[src/rtl/mux_tree_pipe.sv]
`default_nettype none
// mux_tree_pipe: pipelined radix-2 NCH:1 mux with valid/tag pipeline and auto-scan select. Rev 1.0
// Optional even-parity output and error injection when MUX_TREE_PIPE_PARITY_EN is defined.
module mux_tree_pipe #(
  parameter int DW  = 8,
  parameter int NCH = 8
) (
  input  logic                     clk,
  input  logic                     rst_n,
  input  logic [NCH*DW-1:0]        in_data,
  input  logic                     in_valid,
  input  logic [$clog2(NCH)-1:0]   sel,
  input  logic                     scan,
`ifdef MUX_TREE_PIPE_PARITY_EN
  input  logic                     in_parity_err_inj,
  output logic                     out_parity,
`endif
  output logic [DW-1:0]            out_data,
  output logic                     out_valid,
  output logic [$clog2(NCH)-1:0]   out_sel
);
  localparam int SW  = $clog2(NCH);
  localparam int LAT = SW;
  localparam int NW  = NCH - 1;

  if (NCH < 2 || (NCH & (NCH - 1)) != 0) begin : g_bad_nch
    $error("mux_tree_pipe: NCH must be a power of 2 and >= 2");
  end

  logic [SW-1:0] scan_cnt;
  logic          scan_q;
  logic [SW-1:0] cnt_eff;
  logic [SW-1:0] eff_sel;

  // Entering scan mode restarts the sequence at channel 0 for that very sample.
  assign cnt_eff = (scan && !scan_q) ? '0 : scan_cnt;
  assign eff_sel = scan ? cnt_eff : sel;

  always_ff @(posedge clk) begin
    if (!rst_n) begin
      scan_cnt <= '0;
      scan_q   <= 1'b0;
    end else begin
      scan_q <= scan;
      if (scan) begin
        if (in_valid) scan_cnt <= cnt_eff + SW'(1);
        else          scan_cnt <= cnt_eff;
      end
    end
  end

  logic [NW*DW-1:0]  tree_d, tree_q;
  logic [LAT*SW-1:0] tag_d, tag_q;
  logic [LAT-1:0]    vld_d, vld_q;
`ifdef MUX_TREE_PIPE_PARITY_EN
  logic [LAT-1:0]    inj_d, inj_q;
`endif

  // All levels are packed into one word vector; level j starts at word NCH - (NCH >> j).
  for (genvar j = 0; j < SW; j++) begin : g_lvl
    localparam int NOUT = NCH >> (j + 1);
    localparam int OB   = NCH - (NCH >> j);
    localparam int IB   = NCH - ((2 * NCH) >> j);
    logic                 s;
    logic [2*NOUT*DW-1:0] src;
    if (j == 0) begin : g_first
      assign s                = eff_sel[0];
      assign src              = in_data;
      assign tag_d[0 +: SW]   = eff_sel;
      assign vld_d[0]         = in_valid;
`ifdef MUX_TREE_PIPE_PARITY_EN
      assign inj_d[0]         = in_parity_err_inj & in_valid;
`endif
    end else begin : g_next
      assign s                = tag_q[(j-1)*SW + j];
      assign src              = tree_q[IB*DW +: 2*NOUT*DW];
      assign tag_d[j*SW +: SW] = tag_q[(j-1)*SW +: SW];
      assign vld_d[j]         = vld_q[j-1];
`ifdef MUX_TREE_PIPE_PARITY_EN
      assign inj_d[j]         = inj_q[j-1];
`endif
    end
    for (genvar i = 0; i < NOUT; i++) begin : g_word
      assign tree_d[(OB+i)*DW +: DW] = s ? src[(2*i+1)*DW +: DW] : src[(2*i)*DW +: DW];
    end
  end

  always_ff @(posedge clk) begin
    if (!rst_n) begin
      tree_q <= '0;
      tag_q  <= '0;
      vld_q  <= '0;
`ifdef MUX_TREE_PIPE_PARITY_EN
      inj_q  <= '0;
`endif
    end else begin
      tree_q <= tree_d;
      tag_q  <= tag_d;
      vld_q  <= vld_d;
`ifdef MUX_TREE_PIPE_PARITY_EN
      inj_q  <= inj_d;
`endif
    end
  end

  assign out_data  = tree_q[(NW-1)*DW +: DW];
  assign out_sel   = tag_q[(LAT-1)*SW +: SW];
  assign out_valid = vld_q[LAT-1];
`ifdef MUX_TREE_PIPE_PARITY_EN
  assign out_parity = (^out_data) ^ inj_q[LAT-1];
`endif

endmodule
`default_nettype wire

[config.mk]
export PLATFORM = sky130hd
export DESIGN_NAME = mux_tree_pipe
export DESIGN_NICKNAME = d
export VERILOG_FILES = /design/src/rtl/mux_tree_pipe.sv
export SDC_FILE = /design/constraint.sdc
export NUM_CORES = 1
export LEC_CHECK = 0
export BUFFER_PORTS_ARGS = -buffer_cell sky130_fd_sc_hd__buf_4
export CAP_MARGIN = 0
export CORE_MARGIN = 1.5
export CORE_UTILIZATION = 27
export CTS_BUF_LIST = sky130_fd_sc_hd__clkbuf_8
export DETAILED_ROUTE_END_ITERATION = 16
export SETUP_SLACK_MARGIN = 0.05
export SLEW_MARGIN = 20
export SYNTH_ARGS = -nofsm -noshare
export SYNTH_HDL_FRONTEND = slang
export SYNTH_SLANG_ARGS = --single-unit
[constraint.sdc]
create_clock -name clk -period 1.7 [get_ports clk]
set_clock_uncertainty 0.2 [all_clocks]
set_input_delay 0.255 -clock clk [delete_from_list [all_inputs] [get_ports clk]]
set_output_delay 0.255 -clock clk [all_outputs]
set_load 0.02 [all_outputs]
==> out/metrics.csv, run 1 <==
stage,metric,value,unit
outcome,status,"complete, no violations",
global_routing,antenna violations before repair,0,
run,max-cap check violation count,0,
timing,final-report max-slew violation count,0,
synth,top-area cell type share of the netlist area,0.513,
placed_design,placed wire-length estimate after detailed placement,4030,um
setup_path,type of the setup path with the least slack,in -> reg,
die,number of rows in the core area,37,
route,antenna-violating nets left,0,
timing,setup repair after global routing missed its margin,no,
timing,worst slack on hold paths,16.8,ps
die,Die Span X,105,um
synth,average cell area after synthesis,10.0,um^2
global_routing,maximum number of pins on one net before global-route repair,42,
clock_network,clock tree root driver cell,clkbuf_8,
clock_network,hold buffer count at CTS,65,
layout,synth-to-layout area growth,53.3,%
timing,setup slack after layout,211,ps
clock_network,clock tree from TritonCTS,yes,
clock_network,worst skew pair latency,340,ps
synth,count of synthesis-stage warnings from yosys,0,
layout,# diodes,0,
timing,Rel. slew slack,0.659,
synth,largest cells by area after synthesis,"dfxtp_1 (51%), mux2i_1 (20%), nand2_1 (9.1%)",
route,via count,2272,
timing,count of endpoints failing hold in the final timing report,0,
layout,number of nets in the final layout,486,
synth,Mapped Area,2810,um^2
global_routing,global-route usage over all layers,0.134,
pwr,leakage power of the design,1.97,nW
setup_path,required time worst endpoint,1720,ps
layout,ratio of cells with drive above 1 in the final layout,0.243,
route,router iterations before antenna repair,4,
route,Avg Vias per Cell,4.09,
clock_network,Clock transition at path regs,70,ps
placed_design,pre-CTS worst setup slack,189,ps
timing,f_max,672,MHz
timing,count of final setup violators,0,
timing,part of the cycle the worst path needs,0.876,
synth,number of nets produced by synthesis,352,
setup_path,Critical Path AT,1510,ps
layout,final cell utilization of the core,0.423,
global_routing,vias in the first global route,2545,
clock_network,post-CTS setup buffers,0,
clock_network,total number of H-tree levels,3,
setup_path,critical path launch point type,primary input,
pwr,power consumption,3.61,mW
die,die area,11000,um^2
pwr,peak supply drop,0.298,mV
route,Remaining DRCs,0,
synth,proportion of synthesized chip area in sequential cells,0.513,
synth,number of distinct standard cells referenced by the synthesized netlist,20,
setup_path,critical path endpoint category,flip-flop,
route,Initial DRC Count,41,
global_routing,wire length of the first global-routing pass,11400,um
synth,number of standard cells after synthesis,281,
route,post-detailed-route wirelength per cell,12.6,um
synth,cell accounting for the most synthesized area,dfxtp_1,
placed_design,gpl congestion,0.692,
die,initial standard-cell utilization of the core,0.276,
timing,time the worst path needs with I/O delays and setup,1490,ps
die,floorplan core area,10200,um^2
clock_network,post-cts resize count,0,
timing,Final TNS setup,0,ps
placed_design,I/O Buffers,82,
clock_network,sinks on the clock net,72,
route,aggregate routed wire length,7000,um
timing,transition at the pin with the smallest max-transition slack,511,ps
pwr,cell area power density,837,nW/um^2
setup_path,maximum fanout along the worst path,6,
die,# IOs,83,
clock_network,TritonCTS Buffers,9,
synth,"FF+latch count, synth",72,
clock_network,clock buffer depth,2,
global_routing,Overflow after GRT,0,
hold_path,worst min-delay path category,in -> reg,
die,vertical die dimension,105,um
-- final cells by class --
cell class	instances	area (um^2)
repair buffers	153	1340
well taps	136	170
flip-flops and latches	72	1440
clock inverters	7	56.3
multi-input cells	179	1180
fillers	977	5880
clock buffers	9	124
-- power breakdown --
group	leakage (nW)	switching [mW]	internal [mW]
clock network	0.107	0.607	0.655
logic	1.27	0.199	0.325
registers	0.594	0.0337	1.78
total	1.97	0.840	2.77
-- state kept, by name, summed over array words and instances, names as in the netlist --
name and cells:
scan_cnt 3, scan_q 1, vld_q 3, tree_q 56, tag_q 9
-- cells by family after synthesis --
family          count (synthesis)  share of synthesized area
flops                          72                      0.513
mux                            56                      0.200
simple gates                  114                      0.192
compound gates                  9                     0.0281
buf+inv                        30                     0.0673
-- Yosys cell counts --
cell type and count:
dfxtp_1 72, nor3_1 1, a31oi_4 1, buf_2 7, a41oi_1 1, buf_4 12
and2_1 10, mux2i_1 56, buf_6 3, a21boi_0 3, o31a_1 1, nand2_1 68
nor3b_1 1, o21a_1 1, nand2b_1 3, nor2b_1 27, a21oi_1 2, clkbuf_1 8
and3_1 1, nand3_1 3
-- routing by layer --
metal,track usage,routed length (um)
met5,0,0
met4,0.0861,248
met3,0.0331,286
met2,0.239,3540
met1,0.138,2920
-- through the flow --
stage | area (um^2) | std cells
final | 4310 | 556
after global routing | 4310 | 556
after CTS | 4310 | 556
after detailed placement | 3480 | 475
after global placement | 3480 | 475
after floorplan | 2810 | 281
-- cells in the final DEF, fill, tap and decap left out, types with 2 or more instances in the layout --
cell type / netlist / final
a21boi_0: 3 / 3
a21oi_1: 2 / 2
and2_1: 10 / 10
buf_12: 0 / 2
buf_4: 12 / 86
clkbuf_8: 0 / 9
clkinv_2: 0 / 3
dfxtp_1: 72 / 72
dlygate4sd3_1: 0 / 65
inv_1: 0 / 3
mux2i_1: 56 / 56
nand2_1: 68 / 68
nand2b_1: 3 / 3
nand3_1: 3 / 3
nor2b_1: 27 / 27
-- worst max-delay path: stages --
cell and delay, ps:
dlygate4sd3_1 550, buf_4 150, nand3_1 100, and3_1 210
o31a_1 240
-- path summary, 6_finish.rpt --
kind / cells past startpoint / slack (ps) / endpoint / start
worst max-delay path: 5 / 210 / scan_cnt[2] / in_valid
worst min-delay path: 3 / 20 / tree_q[9] / in_data[17]
worst max register to register: 3 / 240 / tree_q[9] / scan_q
worst min register to register: 1 / 230 / tag_q[6] / tag_q[3]
No activity file was read; power rests on OpenSTA's default activity.
==> run 2: changes to the inputs <==
==> constraint.sdc (replaced) <==
create_clock -name clk -period 1.28 [get_ports clk]
set_clock_uncertainty 0.2 [all_clocks]
set_input_delay 0.192 -clock clk [delete_from_list [all_inputs] [get_ports clk]]
set_output_delay 0.192 -clock clk [all_outputs]
set_load 0.02 [all_outputs]
==> run 2 against run 1 <==
- the flow now finishes with violations (negative setup slack)
- setup slack got worse by 280 ps
- clock power grew 21%
- largest cell class is now non-clock buffers
- utilization rose by 2.9 points
- count of clock-buffer cells in the layout grew 2
- non-clock buffer count is 17 higher
- total power rose by 32%
- via count rose by 1.9%
- highest routed layer unchanged
==> out/metrics.csv, run 2 (synthesized netlist as in run 1, its figures left out) <==
stage,metric,value,unit
outcome,violations in the final reports,negative setup slack,
run,max-cap check violation count,0,
layout,number of nets in the final layout,503,
pwr,peak supply drop,0.412,mV
pwr,Sequential Power Share,0.508,
pwr,proportion of power drawn by combinational gates,0.171,
outcome,status,finished with violations,
global_routing,wire length of the first global-routing pass,11400,um
global_routing,Overflow after GRT,0,
timing,setup repair after global routing missed its margin,yes,
layout,area of combinational cells with multiple inputs,1220,um^2
setup_path,number of cells traversed by the worst register-to-register path,5,
pwr,leakage power of the design,2.08,nW
clock_network,TritonCTS Buffers,9,
setup_path,required time worst endpoint,1310,ps
layout,largest registers in the final layout,"tree_q: 56 flops, tag_q: 9 flops",
layout,sequential cell area in the final layout,1450,um^2
layout,most frequent standard cell in the layout excluding fill and tap cells,buf_4,
global_routing,GRT met1 Usage,0.151,
pwr,power consumption,4.75,mW
setup_path,type of the setup path with the least slack,reg -> reg,
layout,highest-count cells in the layout ignoring fill and taps,"buf_4 (86), dfxtp_1 (71), dlygate4sd3_1 (69)",
layout,"Design Area, Final",4610,um^2
clock_network,Clock transition at path regs,70,ps
die,floorplan core area,10200,um^2
layout,fill cell count,964,
timing,final-report max-slew violation count,0,
pwr,switching share of power,0.231,
timing,count of endpoints failing hold in the final timing report,0,
hold_path,number of instances on the worst hold path,2,
route,aggregate routed wire length,7360,um
timing,f_max,740,MHz
global_routing,antenna violations before repair,0,
setup_path,critical path endpoint category,flip-flop,
layout,synth-to-layout area growth,64.0,%
route,Initial DRC Count,55,
clock_network,total number of H-tree levels,3,
global_routing,met2 track demand over resource,0.242,
route,router iterations before antenna repair,4,
layout,# diodes,0,
setup_path,sum of buffers and inverters on the critical path,2,
timing,transition at the pin with the smallest max-transition slack,223,ps
die,Die Span X,105,um
layout,Largest register FFs,56,
setup_path,cell family with the largest share of critical-path delay,flip-flops,
clock_network,clock buffer depth,2,
global_routing,global-route usage over all layers,0.136,
route,antenna-violating nets left,0,
layout,register ranked first by flip-flop count,tree_q,
setup_path,"critical path, cell by cell",buf_4 -> buf_6 -> nand3_4 -> and3_4 -> o31a_1,
global_routing,maximum number of pins on one net before global-route repair,47,
pwr,part of the power in the clock network,0.321,
die,initial standard-cell utilization of the core,0.276,
route,via count,2315,
layout,ratio of cells with drive above 1 in the final layout,0.283,
pwr,switching power of the nets,1.09,mW
placed_design,I/O Buffers,82,
setup_path,Critical Path AT,1390,ps
die,vertical die dimension,105,um
placed_design,placed wire-length estimate after detailed placement,3780,um
global_routing,met3 routing resource usage after global routing,0.0299,
setup_path,critical path launch point type,flip-flop,
clock_network,worst skew pair latency,340,ps
setup_path,maximum fanout along the worst path,4,
clock_network,clock tree root driver cell,clkbuf_8,
timing,count of final setup violators,35,
die,number of rows in the core area,37,
placed_design,pre-CTS worst setup slack,-140,ps
timing,setup slack after layout,-71.0,ps
timing,Rel. slew slack,0.847,
timing,Final TNS setup,-1440,ps
placed_design,Area after DPL,3520,um^2
route,Avg Vias per Cell,4.06,
die,# IOs,83,
pwr,total internal power,3.65,mW
clock_network,sinks on the clock net,72,
pwr,cell area power density,1030,nW/um^2
hold_path,worst min-delay path category,in -> reg,
timing,part of the cycle the worst path needs,1.06,
setup_path,delay contributed by the slowest stage of the critical path,360,ps
die,die area,11000,um^2
global_routing,GR peak layer,met2,
clock_network,clock tree from TritonCTS,yes,
global_routing,vias in the first global route,2397,
route,Remaining DRCs,0,
timing,time the worst path needs with I/O delays and setup,1350,ps
setup_path,logic depth of the worst setup path including buffers,5,
route,post-detailed-route wirelength per cell,12.9,um
setup_path,cell with the largest stage delay on the worst path,dfxtp_4,
layout,final cell utilization of the core,0.452,
placed_design,gpl congestion,0.723,
-- run 2: final cells by class --
type	instances	area share
Tap cell	136	0.0369
Clock inverter	2	0.00190
Multi-Input combinational cell	179	0.265
Timing Repair Buffer	170	0.349
Sequential cell	72	0.314
Clock buffer	11	0.0329
-- run 2: power groups by stage --
stage / clock (mW) / sequential [mW] / combinational, mW
after floorplan: 0 / 2.45 / 0.314
after global placement: 0 / 2.46 / 0.536
after detailed placement: 0 / 2.47 / 0.546
after CTS: 1.58 / 2.41 / 0.759
after global routing: 1.68 / 2.42 / 0.881
final: 1.52 / 2.41 / 0.814
-- run 2: what timing repair did --
action,CTS,global route
gates resized for setup,6,14
cloned,2,2
hold endpoints to repair,38,0
setup buffers,3,5
setup endpoints to repair,34,37
hold buffers,69,0
pin swaps,2,5
-- run 2: metal layers --
metal | routed length, um | vias to the layer above
li1 | - | 1196
met1 | 3030 | 1040
met2 | 3850 | 64
met3 | 286 | 15
met4 | 184 | 0
met5 | 0 | -
-- run 2: through the flow --
stage	std cells	hold WS (ps)
after global placement	476	216
after detailed placement	476	217
final	570	7.08
after floorplan	281	114
after global routing	570	19.3
after CTS	563	2.89
-- run 2: worst register-to-register path, stage by stage (launching register included) --
cell     delay (ps)
dfxtp_4         360
buf_4           110
buf_6           110
nand3_4          60
and3_4          180
o31a_1          230
-- run 2: worst paths after layout --
kind | from | endpoint | slack (ps)
worst min register to register | tag_q[0] | tag_q[3] | 230
worst max register to register | scan_cnt[0] | scan_cnt[2] | -70
worst max-delay path | scan_cnt[0] | scan_cnt[2] | -70
worst min-delay path | rst_n | vld_q[2] | 7
==> run 3: changes to the inputs <==
==> constraint.sdc (replaced) <==
create_clock -name clk -period 1.2 [get_ports clk]
set_clock_uncertainty 0.2 [all_clocks]
set_input_delay 0.18 -clock clk [delete_from_list [all_inputs] [get_ports clk]]
set_output_delay 0.18 -clock clk [all_outputs]
set_load 0.02 [all_outputs]
==> run 3 against run 2 <==
- the run still ends with negative setup slack left
- hold slack improved by 54 ps
- via count increased by 1.6%
- critical path type unchanged
- critical endpoint is now tree_q[9]
- sequential cell count unchanged
- sequential share of layout area decreased by 0.65 points
- first-iteration DRC count decreased by 9.1%
- combinational power increased by 9.3%
==> out/metrics.csv, run 3 (synthesized netlist as in run 1, its figures left out) <==
stage,metric,value,unit
setup_path,critical path endpoint category,flip-flop,
die,die area,11000,um^2
hold_path,worst min-delay path category,in -> reg,
setup_path,Critical Path AT,1400,ps
setup_path,required time worst endpoint,1270,ps
clock_network,TritonCTS Buffers,9,
hold_path,origin of the worst min-delay path,scan,
layout,"Design Area, Final",4780,um^2
route,post-detailed-route wirelength per cell,13.5,um
outcome,violations in the final reports,negative setup slack,
die,vertical die dimension,105,um
hold_path,sink of the worst hold path,scan_q,
die,floorplan core area,10200,um^2
pwr,peak supply drop,0.481,mV
placed_design,gpl congestion,0.714,
global_routing,Overflow after GRT,0,
timing,time the worst path needs with I/O delays and setup,1330,ps
layout,final cell utilization of the core,0.470,
route,Remaining DRCs,0,
placed_design,placed wire-length estimate after detailed placement,3930,um
timing,setup repair after global routing missed its margin,yes,
setup_path,reg-to-reg startpoint,scan_q,
placed_design,post-placement cell count,481,
timing,count of final setup violators,34,
clock_network,total number of H-tree levels,3,
route,Routed met1 length,3180,um
route,top routing layer in use,met4,
setup_path,type of the setup path with the least slack,reg -> reg,
global_routing,global-route usage over all layers,0.142,
global_routing,antenna violations before repair,0,
global_routing,maximum number of pins on one net before global-route repair,36,
layout,largest registers in the final layout,"tree_q: 56 flops, tag_q: 9 flops",
hold_path,number of instances on the worst hold path,3,
layout,Largest register FFs,56,
die,initial standard-cell utilization of the core,0.276,
layout,ratio of cells with drive above 1 in the final layout,0.334,
setup_path,Worst R2R End,tree_q[9],
clock_network,clock tree from TritonCTS,yes,
timing,Rel. slew slack,0.848,
run,max-cap check violation count,0,
timing,final-report max-slew violation count,0,
setup_path,critical path launch point type,flip-flop,
route,antenna-violating nets left,0,
clock_network,Clock transition at path regs,90,ps
layout,most frequent standard cell in the layout excluding fill and tap cells,buf_4,
timing,Final TNS setup,-3080,ps
placed_design,pre-CTS worst setup slack,-223,ps
timing,f_max,754,MHz
placed_design,Area after DPL,3560,um^2
layout,register ranked first by flip-flop count,tree_q,
timing,count of endpoints failing hold in the final timing report,0,
die,number of rows in the core area,37,
setup_path,maximum fanout along the worst path,8,
route,via count,2351,
route,Avg Vias per Cell,4.08,
die,# IOs,83,
timing,setup slack after layout,-126,ps
timing,part of the cycle the worst path needs,1.11,
die,Die Span X,105,um
route,routed wire length on met3,346,um
clock_network,sinks on the clock net,72,
pwr,leakage power of the design,2.15,nW
layout,final cell count without fillers,576,
outcome,status,finished with violations,
global_routing,vias in the first global route,2516,
pwr,power consumption,5.63,mW
route,met2 wire length,4050,um
placed_design,I/O Buffers,82,
layout,number of nets in the final layout,506,
layout,highest-count cells in the layout ignoring fill and taps,"buf_4 (76), dlygate4sd3_1 (69), nand2_1 (67)",
global_routing,wire length of the first global-routing pass,11900,um
clock_network,clock buffer depth,2,
setup_path,flop2flop setup slack,-130,ps
layout,synth-to-layout area growth,70.2,%
clock_network,clock tree root driver cell,clkbuf_8,
clock_network,worst skew pair latency,350,ps
route,router iterations before antenna repair,4,
route,Initial DRC Count,50,
layout,# diodes,0,
pwr,cell area power density,1180,nW/um^2
timing,transition at the pin with the smallest max-transition slack,222,ps
timing,worst slack on hold paths,61.5,ps
setup_path,number of cells traversed by the worst register-to-register path,4,
route,aggregate routed wire length,7800,um
## run 3: cell count changes in the layout (fill, tap and decap cells not counted), sizes merged
cell	change
clkbuf	-1
bufinv	+2
clkinv	+2
buf	+2
inv	+1
## run 3: area by class of cell
cell class                      count  area (um^2)
Fill cell                         936         5400
Timing Repair Buffer              173         1690
Sequential cell                    72         1470
Multi-Input combinational cell    179         1220
Tap cell                          136          170
Clock buffer                        9          124
Clock inverter                      7          104
## run 3: worst max path at each step
stage,from,endpoint,cells past startpoint
after floorplan,scan_q,tree_q[10],4
after global placement,sel[0],tree_q[26],5
after detailed placement,sel[0],tree_q[17],5
after CTS,scan_cnt[0],tree_q[17],4
after global routing,scan_q,tree_q[9],4
final,scan_q,tree_q[9],4
## run 3: worst max-delay path: stages, from the launching register on
cell,delay [ps]
dfxtp_2,350
a31oi_4,180
buf_6,160
clkbuf_16,170
mux2i_1,180
## run 3: timing repair
item	CTS	global route
gates resized for setup	35	14
setup endpoints to repair	66	63
cloned	2	3
buffers inserted	3	3
pin swaps	3	3
hold buffers	69	0
endpoints found under the hold margin	39	0
## run 3: metal layers
layer | up-vias | GRT usage
met5 | - | 0
met4 | 0 | 0.0616
met3 | 15 | 0.0393
met2 | 71 | 0.254
met1 | 1058 | 0.155
li1 | 1207 | -
## run 3: power by group
group          switching, mW  leakage [nW]  internal [mW]
Combinational          0.324          1.44          0.566
Sequential            0.0514         0.602           2.53
Clock                  0.963         0.114           1.20
Total                   1.34          2.15           4.29
